[config.mk]
export PLATFORM = sky130hd
export DESIGN_NAME = bargraph_meter
export DESIGN_NICKNAME = d
export VERILOG_FILES = /design/src/rtl/bargraph_meter.sv
export SDC_FILE = /design/constraint.sdc
export NUM_CORES = 1
export LEC_CHECK = 0
export BUFFER_PORTS_ARGS = -buffer_cell sky130_fd_sc_hd__buf_2
export CAP_MARGIN = 0
export CORE_MARGIN = 2
export CORE_UTILIZATION = 49
export CTS_CLUSTER_SIZE = 30
export DETAILED_ROUTE_END_ITERATION = 16
export PLACE_DENSITY = 0.8
export SYNTH_ARGS = -nofsm -noshare
export SYNTH_HDL_FRONTEND = slang
export SYNTH_SLANG_ARGS = --single-unit
[constraint.sdc]
create_clock -name hz100 -period 2.99 [get_ports hz100]
set_input_delay 0.1495 -clock hz100 [delete_from_list [all_inputs] [get_ports hz100]]
set_output_delay 0.1495 -clock hz100 [all_outputs]
set_load 0.005 [all_outputs]
[src/rtl/bargraph_meter.sv]
// bargraph_meter: peak-hold bargraph level meter with decaying level display.
// Optional feature: define BARGRAPH_PEAK_EN to build the held-peak register,
// hold counter and peak segment overlay; otherwise peak is tied to 0.
module bargraph_meter #(
    parameter int WIDTH       = 16,
    parameter int DECAY_TICKS = 10,
    parameter int HOLD_TICKS  = 100,
    parameter int LW          = $clog2(WIDTH + 1)
) (
    input  logic             hz100,
    input  logic             reset,
    input  logic [WIDTH-1:0] in,
    input  logic             mode,
    input  logic             freeze,
    output logic [WIDTH-1:0] out,
    output logic [LW-1:0]    level,
    output logic [LW-1:0]    peak
);
    localparam int DCW = $clog2(DECAY_TICKS + 1);

    logic [LW-1:0]    w_raw;
    logic [LW-1:0]    w_level_nx;
    logic [DCW-1:0]   w_dcnt_nx;
    logic [WIDTH-1:0] w_out;
    logic [LW-1:0]    r_level;
    logic [DCW-1:0]   r_dcnt;

    // Raw request: position of the highest set input bit, 1-based, 0 when idle.
    always_comb begin
        w_raw = '0;
        for (int i = 0; i < WIDTH; i++)
            if (in[i]) w_raw = LW'(i + 1);
    end

    // Next level: jump up to raw immediately, otherwise step down once per decay period.
    always_comb begin
        w_level_nx = r_level;
        w_dcnt_nx  = '0;
        if (w_raw < r_level) begin
            if (r_dcnt == DCW'(DECAY_TICKS - 1))
                w_level_nx = r_level - 1'b1;
            else
                w_dcnt_nx = r_dcnt + 1'b1;
        end else begin
            w_level_nx = w_raw;
        end
    end

    // Level and decay counter registers; freeze holds everything.
    always_ff @(posedge hz100 or negedge reset) begin
        if (!reset) begin
            r_level <= '0;
            r_dcnt  <= '0;
        end else if (!freeze) begin
            r_level <= w_level_nx;
            r_dcnt  <= w_dcnt_nx;
        end
    end

`ifdef BARGRAPH_PEAK_EN
    localparam int HCW = $clog2(HOLD_TICKS + 1);

    logic [LW-1:0]  r_peak;
    logic [HCW-1:0] r_hcnt;

    // Peak hold: capture new maxima, then after the hold time fall to the current level.
    always_ff @(posedge hz100 or negedge reset) begin
        if (!reset) begin
            r_peak <= '0;
            r_hcnt <= '0;
        end else if (!freeze) begin
            if (w_raw >= r_peak) begin
                r_peak <= w_raw;
                r_hcnt <= '0;
            end else if (r_hcnt == HCW'(HOLD_TICKS - 1)) begin
                r_peak <= w_level_nx;
                r_hcnt <= '0;
            end else begin
                r_hcnt <= r_hcnt + 1'b1;
            end
        end
    end

    assign peak = r_peak;
`else
    assign peak = '0;
`endif

    // Segment drive: bar or dot for the level, plus the peak dot overlay (never matches when peak is 0).
    always_comb begin
        w_out = '0;
        for (int i = 0; i < WIDTH; i++)
            w_out[i] = (mode ? (LW'(i + 1) == r_level) : (LW'(i) < r_level)) | (LW'(i + 1) == peak);
    end

    assign level = r_level;
    assign out   = w_out;
endmodule

==> metrics.yaml, run 1 <==
status: "completed"
dieWidth_um: 53.2
min_path_cells: 2
post-route-period-util_pct: 88.7
wl_per_cell_um: 14.0
whs_endpoint: "level[0]"
setup_viol: 0
crit_path_max_fanout: 9
cap_violations: 0
power_switching_uw: 611
postLayoutSetupSlackWorst_ns: 0.338
core_area_mm2: 0.00225
synthArstFlopShare_pct: 100
gr-total-overflow: 0
io_buffer_count: 40
rsz0062_at_grt: "no"
grt_pass1_wl_um: 5110
critical_path_required_ns: 3.17
arrival_ns: 2.83
grt_usage_pct: 24.6
initial_core_util_pct: 52.6
clock_power_share_pct: 8.1
synthAdderAreaFrac_pct: 11.6
hold_violations: 0
synthCells: 158
grt_pass1_vias: 1227
regArea_um2: 225
setup_tns_ns: 0
fill_cells: 198
numCtsBuffers: 3
synth_mux_area_share_pct: 1.69
reg2reg_slack_ns: 0.36
avgSynthCellArea_um2: 7.51
power_leakage_nw: 0.685
skew_ns: 0.00890
period_needed_ns: 2.65
reg2reg_depth: 8
r2r_start: "level[1]"
hold_class: "input pin to flop"
p_total_mw: 1.20
yosys.area_share.xor_xnor_pct: 2.22
htreeDepth: 1
p_seq_share_pct: 22.7
gp_congestion: 0.865
dp_slack_ns: 0.109
grt_max_degree: 21
routed_via_density: 5.92
multi_input_area_um2: 866
clkSinkCount: 9
dr.pass1.iters: 4
tritoncts: "built"
worstSetupPathType: "input pin to flop"
antenna_found_initial: 0
vias: 1325
antenna_cells: 0
drtIter0Drc: 23
nets: 228
area_growth_pct: 19.3
ios: 46
drc: 0
sw_frac_of_total_pct: 51.1
dpl.hpwl_um: 2440
detail-route-antenna-nets: 0
report.final.slew_viol_count: 0
synth_top_family_by_area: "compound AO/OA/AOI/OAI gates"
holdCritStartpoint: "freeze"
synth_ff_type: "dfrtp_1"
synth-simple-area-share_pct: 23.9
start_kind: "input pin"
root_buffer: "clkbuf_4"
intPower_uw: 585
yosysSeqAreaShare_pct: 19.0
cp-end-kind: "flop"
clk_pin_slew_worst_paths_ns: 0.07
peakVddDrop_v: 0.000521
r2r-end: "level[4]"
yosys_warnings: 0
die_y_um: 53.2
combPwrFrac_pct: 69.3
power_density_mw_per_mm2: 845
clock.fmax_mhz: 377
ys_ff_latch: 9
synth_compound_area_share_pct: 32.0
wirelength_um: 3140
drive_gt1_share_pct: 28.6
dieArea_mm2: 0.00283
syn_area_mm2: 0.00119
post_cts_buffers: 0
cts_buffer_depth: 2
synth_cell_types: 49
insertion_delay_ns: 0.27
synth_edf_count: 0
num_rows: 17
[cells in the mapped netlist, types with 3 or more instances]
master | count | area share, %
nand3_1 | 5 | 2.1
nand2_1 | 13 | 4.1
nor4_1 | 3 | 1.6
a31oi_1 | 3 | 1.6
a221oi_2 | 3 | 3.8
dfrtp_1 | 9 | 19
inv_1 | 7 | 2.2
nand2b_1 | 3 | 1.6
buf_4 | 5 | 3.2
ha_1 | 11 | 12
nor3_1 | 4 | 1.7
a21oi_1 | 14 | 5.9
nor2_1 | 22 | 7.0
clkbuf_1 | 7 | 2.2
o22ai_1 | 5 | 2.6
o21ai_0 | 8 | 3.4
[stage by stage]
stage	instance area [um2]	utilization (%)	cells	hold WS, ns
floorplan	1200	-	162	-0.146
global placement	1380	61.2	219	0.00910
detailed placement	1380	61.2	219	0.00877
CTS	1420	62.8	224	0.170
global route	1420	62.8	224	0.181
finish	1420	62.8	224	0.191
[per-layer routing]
metal / global-route usage, % / routed length, um / part of all wire [%]
met5: 0 / 0 / 0
met4: 12.8 / 45 / 1.4
met3: 5.93 / 187 / 6.0
met2: 42.4 / 1570 / 50
met1: 27.7 / 1340 / 43
[cells in the final DEF (no fill, tap or decap), types with 2 or more instances in the layout]
| cell | Yosys | routed |
|---|---|---|
| nand3_1 | 5 | 5 |
| nor2b_1 | 2 | 2 |
| nor2_1 | 22 | 22 |
| o22ai_1 | 5 | 5 |
| o21ai_0 | 8 | 8 |
| a221oi_2 | 3 | 3 |
| dfrtp_1 | 9 | 9 |
| nand2b_1 | 3 | 3 |
| nor4_1 | 3 | 3 |
| buf_2 | 1 | 40 |
| a21oi_1 | 14 | 14 |
| a31oi_1 | 3 | 3 |
| mux2i_1 | 2 | 2 |
| clkbuf_4 | 0 | 3 |
| ha_1 | 11 | 11 |
| buf_4 | 5 | 3 |
| xor2_1 | 2 | 2 |
| nor3_1 | 4 | 4 |
| conb_1 | 1 | 5 |
| inv_1 | 7 | 7 |
| nand2_1 | 13 | 13 |
[critical path, stage by stage]
cell and delay (ns):
buf_2 0.13, nor4_1 0.35, o41ai_1 0.14, a21oi_1 0.24, ha_1 0.28, a211o_1 0.27, a21oi_2 0.26, and2_1 0.21
a41o_1 0.36, mux2i_1 0.17, a221oi_2 0.28
[worst max path at each step]
stage	end	slack [ns]	from
floorplan	level[2]	0.68	in[7]
finish	level[4]	0.34	in[8]
detailed placement	level[4]	0.11	in[8]
global route	level[2]	0.1	in[7]
global placement	level[2]	0.26	in[9]
CTS	level[4]	0.38	in[7]
[area by class of cell]
cell class / instances / share of cell area [%]
multi-input cells: 131 / 61.2
flip-flops and latches: 9 / 15.9
clock buffers: 4 / 1.86
repair buffers: 44 / 16.4
well taps: 28 / 2.48
inverters: 8 / 2.12
[flip-flops by register name, indices dropped and copies added, names as in the netlist]
register,cells
level,5
r_dcnt,4
[logic make-up after synthesis]
kind of cell / Yosys count
buf+inv: 22
simple gates: 59
other cells: 1
flops: 9
compound gates: 51
fa+ha+maj: 11
xor+xnor: 3
mux: 2
[power groups by stage]
| stage | logic [mW] | clock network, mW | registers [mW] |
|---|---|---|---|
| 2_1_floorplan | 0.611 | 0 | 0.226 |
| 3_3_place_gp | 0.789 | 0 | 0.268 |
| 3_5_place_dp | 0.816 | 0 | 0.272 |
| 4_1_cts | 0.823 | 0.102 | 0.269 |
| 5_1_grt | 0.934 | 0.108 | 0.279 |
| 6_report | 0.829 | 0.0966 | 0.271 |
[timing repair]
item                       CTS  global route
gates resized for setup      0             0
hold buffers                 1             0
setup endpoints to repair    0             0
hold endpoints to repair     9             0
No activity file was read; power rests on OpenSTA's default activity.
==> inputs of run 2 (changes only) <==
- CORE_UTILIZATION: 49 -> 53
- PLACE_DENSITY: 0.8 -> 0.86
- clock period: 2.99 -> 3.3 ns (I/O delays scaled with it)
==> metrics.yaml, run 2 (same netlist as run 1, synthesis figures left out) <==
status: "completed"
clk_pin_slew_worst_paths_ns: 0.07
hold_class: "input pin to flop"
grt_max_degree: 21
setup_viol: 0
dieWidth_um: 51.3
vias: 1293
drc: 0
setup_tns_ns: 0
detail-route-antenna-nets: 0
crit_path_max_fanout: 14
clock.fmax_mhz: 361
dp_slack_ns: 0.387
cp.depth: 8
post_cts_buffers: 0
power_switching_uw: 555
fin_hold_ws_ns: 0.248
clock_power_share_pct: 8.3
skew_ns: 0.00443
period_needed_ns: 2.77
start_kind: "flop"
drive_gt1_share_pct: 28.2
dr.pass1.iters: 4
insertion_delay_ns: 0.26
path_buf_inv: 1
wirelength_um: 3080
combPwrFrac_pct: 67.3
final_common_cell: "buf_2"
root_buffer: "clkbuf_4"
met2_wirelength_um: 1590
top_layer_used: "met4"
gp_congestion: 0.759
power_leakage_nw: 0.680
postLayoutSetupSlackWorst_ns: 0.533
die_y_um: 51.3
htreeDepth: 1
fill_cells: 217
arrival_ns: 2.94
grt_usage_pct: 25.3
dr_wl_met3_um: 181
sw_frac_of_total_pct: 51.6
min_path_cells: 2
crit_slowest_cell: "dfrtp_1"
dieArea_mm2: 0.00263
power_density_mw_per_mm2: 764
routedLengthMet1_um: 1280
dpl.hpwl_um: 2430
critical_path.top_delay_family: "compound AO/OA/AOI/OAI gates"
grt_pass1_wl_um: 5170
nets: 227
tritoncts: "built"
post-route-period-util_pct: 83.8
rsz0062_at_grt: "no"
io_buffer_count: 40
gr-total-overflow: 0
intPower_uw: 521
multi_input_area_um2: 866
report.final.slew_viol_count: 0
peakVddDrop_v: 0.000482
largest_register_ffs: 5
num_rows: 17
core_area_mm2: 0.00217
area_growth_pct: 18.7
wl_per_cell_um: 13.8
grt_pass1_vias: 1214
cts_buffer_depth: 2
antenna_cells: 0
antenna_found_initial: 0
cp-end-kind: "flop"
cap_violations: 0
regArea_um2: 225
worstSetupPathType: "flop to flop"
layout_common_cells: "40 x buf_2, 22 x nor2_1, 14 x a21oi_1, 13 x nand2_1, 11 x ha_1"
hold_violations: 0
ios: 46
max_stage_delay_ns: 0.61
p_seq_share_pct: 24.4
reg2reg_depth: 8
numCtsBuffers: 3
clkSinkCount: 9
initial_core_util_pct: 54.7
cp_cell_sequence: "clkinv_1, ha_1, a211o_1, a21oi_2, and2_1, a41o_1, mux2i_1, a221oi_2"
critical_path_required_ns: 3.47
routed_via_density: 5.80
drtIter0Drc: 26
[run 2: cell types whose count changed in the layout (fill, tap and decap cells not counted), sizes merged]
cell / change
buf: -1
[run 2: final timing paths]
path	startpoint	to	slack, ns
setup reg to reg	level[2]	level[2]	0.53
min in group asynchronous	reset	level[2]	0.28
hold / removal	freeze	r_dcnt[1]	0.25
setup / recovery	level[2]	level[2]	0.53
hold reg to reg	r_dcnt[3]	r_dcnt[3]	0.54
max in group asynchronous	reset	r_dcnt[2]	2.83
[run 2: through the flow]
stage / utilization [%] / std cells / power (mW) / area, um2
after floorplan: - / 162 / 0.758 / 1200
after global placement: 63.2 / 218 / 0.939 / 1370
after detailed placement: 63.2 / 218 / 0.981 / 1370
after CTS: 64.9 / 223 / 1.07 / 1410
after global routing: 64.9 / 223 / 1.18 / 1410
final: 64.9 / 223 / 1.08 / 1410
[run 2: worst reg2reg max path, cell delays in order, from the launching register on]
cell	delay (ns)
dfrtp_1	0.61
clkinv_1	0.18
ha_1	0.34
a211o_1	0.27
a21oi_2	0.25
and2_1	0.19
a41o_1	0.36
mux2i_1	0.17
a221oi_2	0.30
[run 2: layout make-up]
cell class | count | share of cell area [%]
Tap cell | 28 | 2.49
Inverter | 8 | 2.13
Sequential cell | 9 | 16.0
Clock buffer | 4 | 1.87
Timing Repair Buffer | 43 | 16.0
Multi-Input combinational cell | 131 | 61.5
[run 2: power groups by stage]
stage | Combinational, mW | Clock, mW | Sequential (mW)
after floorplan | 0.554 | 0 | 0.205
after global placement | 0.684 | 0 | 0.255
after detailed placement | 0.719 | 0 | 0.262
after CTS | 0.723 | 0.0883 | 0.260
after global routing | 0.807 | 0.0952 | 0.276
final | 0.724 | 0.0888 | 0.263
[run 2: layer usage]
metal | vias up | GRT usage (%)
met5 | - | 0
met4 | 0 | 9.21
met3 | 5 | 3.22
met2 | 48 | 48.1
met1 | 598 | 28.6
li1 | 642 | -
[run 2: what timing repair did]
item / 4_1_cts / 5_1_grt
hold endpoints to repair: 9 / 0
hold buffers: 1 / 0
resized for setup: 0 / 0
==> inputs of run 3 (changes only) <==
- CORE_UTILIZATION: 53 -> 44
- PLACE_DENSITY: 0.86 -> 0.76
- clock period: 3.3 -> 2.3 ns (I/O delays scaled with it)
==> metrics.yaml, run 3 (same netlist as run 1, synthesis figures left out) <==
status: "completed"
detail-route-antenna-nets: 0
cp-end-kind: "flop"
p_total_mw: 1.75
crit_path_max_fanout: 6
gr-total-overflow: 0
largest_register_ffs: 5
dieArea_mm2: 0.00313
num_rows: 18
antenna_found_initial: 0
grt_pass1_vias: 1380
io_buffer_count: 40
clk_pin_slew_worst_paths_ns: 0.07
critical_path_required_ns: 2.48
final_common_cell: "buf_2"
worstSetupPathType: "input pin to flop"
post-route-period-util_pct: 96.5
root_buffer: "clkbuf_4"
clkSinkCount: 9
nets: 251
dp_slack_ns: -0.298
gp_congestion: 0.875
arrival_ns: 2.40
dieWidth_um: 55.9
vias: 1468
dpl.hpwl_um: 2720
postLayoutSetupSlackWorst_ns: 0.0807
clock.fmax_mhz: 451
post-route-util_pct: 64.6
fin_hold_ws_ns: 0.180
setup_tns_ns: 0
skew_ns: 0.00241
wl_per_cell_um: 14.5
routed_via_density: 5.90
initial_core_util_pct: 47.0
start_kind: "input pin"
grt_max_degree: 21
grt_usage_pct: 22.6
hold_violations: 0
htreeDepth: 1
cts_buffer_depth: 2
period_needed_ns: 2.22
report.final.slew_viol_count: 0
drive_gt1_share_pct: 38.8
peakVddDrop_v: 0.000823
setup_viol: 0
cap_violations: 0
drtIter0Drc: 78
die_y_um: 55.9
area_growth_pct: 37.4
numCtsBuffers: 3
grt_pass1_wl_um: 5840
tritoncts: "built"
dr.pass1.iters: 4
ios: 46
antenna_cells: 0
core_area_mm2: 0.00252
layout_common_cells: "40 x buf_2, 26 x buf_4, 22 x nor2_1, 13 x a21oi_1, 13 x nand2_1"
insertion_delay_ns: 0.27
hold_class: "input pin to flop"
wirelength_um: 3620
drc: 0
power_density_mw_per_mm2: 1070
power_leakage_nw: 0.802
## run 3: critical path: stages
cell and delay (ns):
buf_2 0.16, nor4_2 0.30, o31ai_2 0.11, o311ai_1 0.10
a21oi_1 0.14, ha_1 0.20, a211o_1 0.33, a21oi_4 0.19
and4_1 0.22, a21oi_2 0.10, buf_4 0.18, a221oi_2 0.23
## run 3: power breakdown
part | total (mW) | internal, mW | switching (mW)
Combinational | 1.31 | 0.601 | 0.713
Clock | 0.130 | 0.0645 | 0.0652
Sequential | 0.303 | 0.226 | 0.0769
Total | 1.75 | 0.891 | 0.855
## run 3: worst paths after layout
kind,startpoint,end,slack (ns),cells after the start
max,in[10],level[2],0.08,12
max reg2reg,level[2],level[2],0.19,8
min in group asynchronous,reset,r_dcnt[0],0.21,2
max in group asynchronous,reset,level[3],1.91,2
min reg2reg,r_dcnt[1],r_dcnt[1],0.58,1
min,freeze,level[0],0.18,2
## run 3: what timing repair did
item,CTS,global route
hold buffers,1,0
gates resized for setup,1,7
buffers inserted,0,3
endpoints found under the hold margin,9,0
pin swaps,0,5
endpoints found under the setup margin,1,9
## run 3: per-layer routing
layer,GRT usage (%),vias up,wire length (um)
met3,2.33,8,230
met2,39.3,77,1850
met5,0,-,0
li1,-,691,-
met4,8.16,0,65
met1,28.8,692,1470
## run 3: final cells by class
type / instances / area, um2
multi-input cells: 131 / 905
fillers: 219 / 892
clock inverters: 1 / 5.00
well taps: 30 / 37.5
flip-flops and latches: 9 / 225
inverters: 8 / 30.0
repair buffers: 67 / 405
clock buffers: 3 / 22.5
## run 3: stage by stage
step	instance area [um2]	std cells
after global placement	1530	241
after global routing	1630	249
final	1630	249
after detailed placement	1530	241
after floorplan	1200	162
after CTS	1580	246
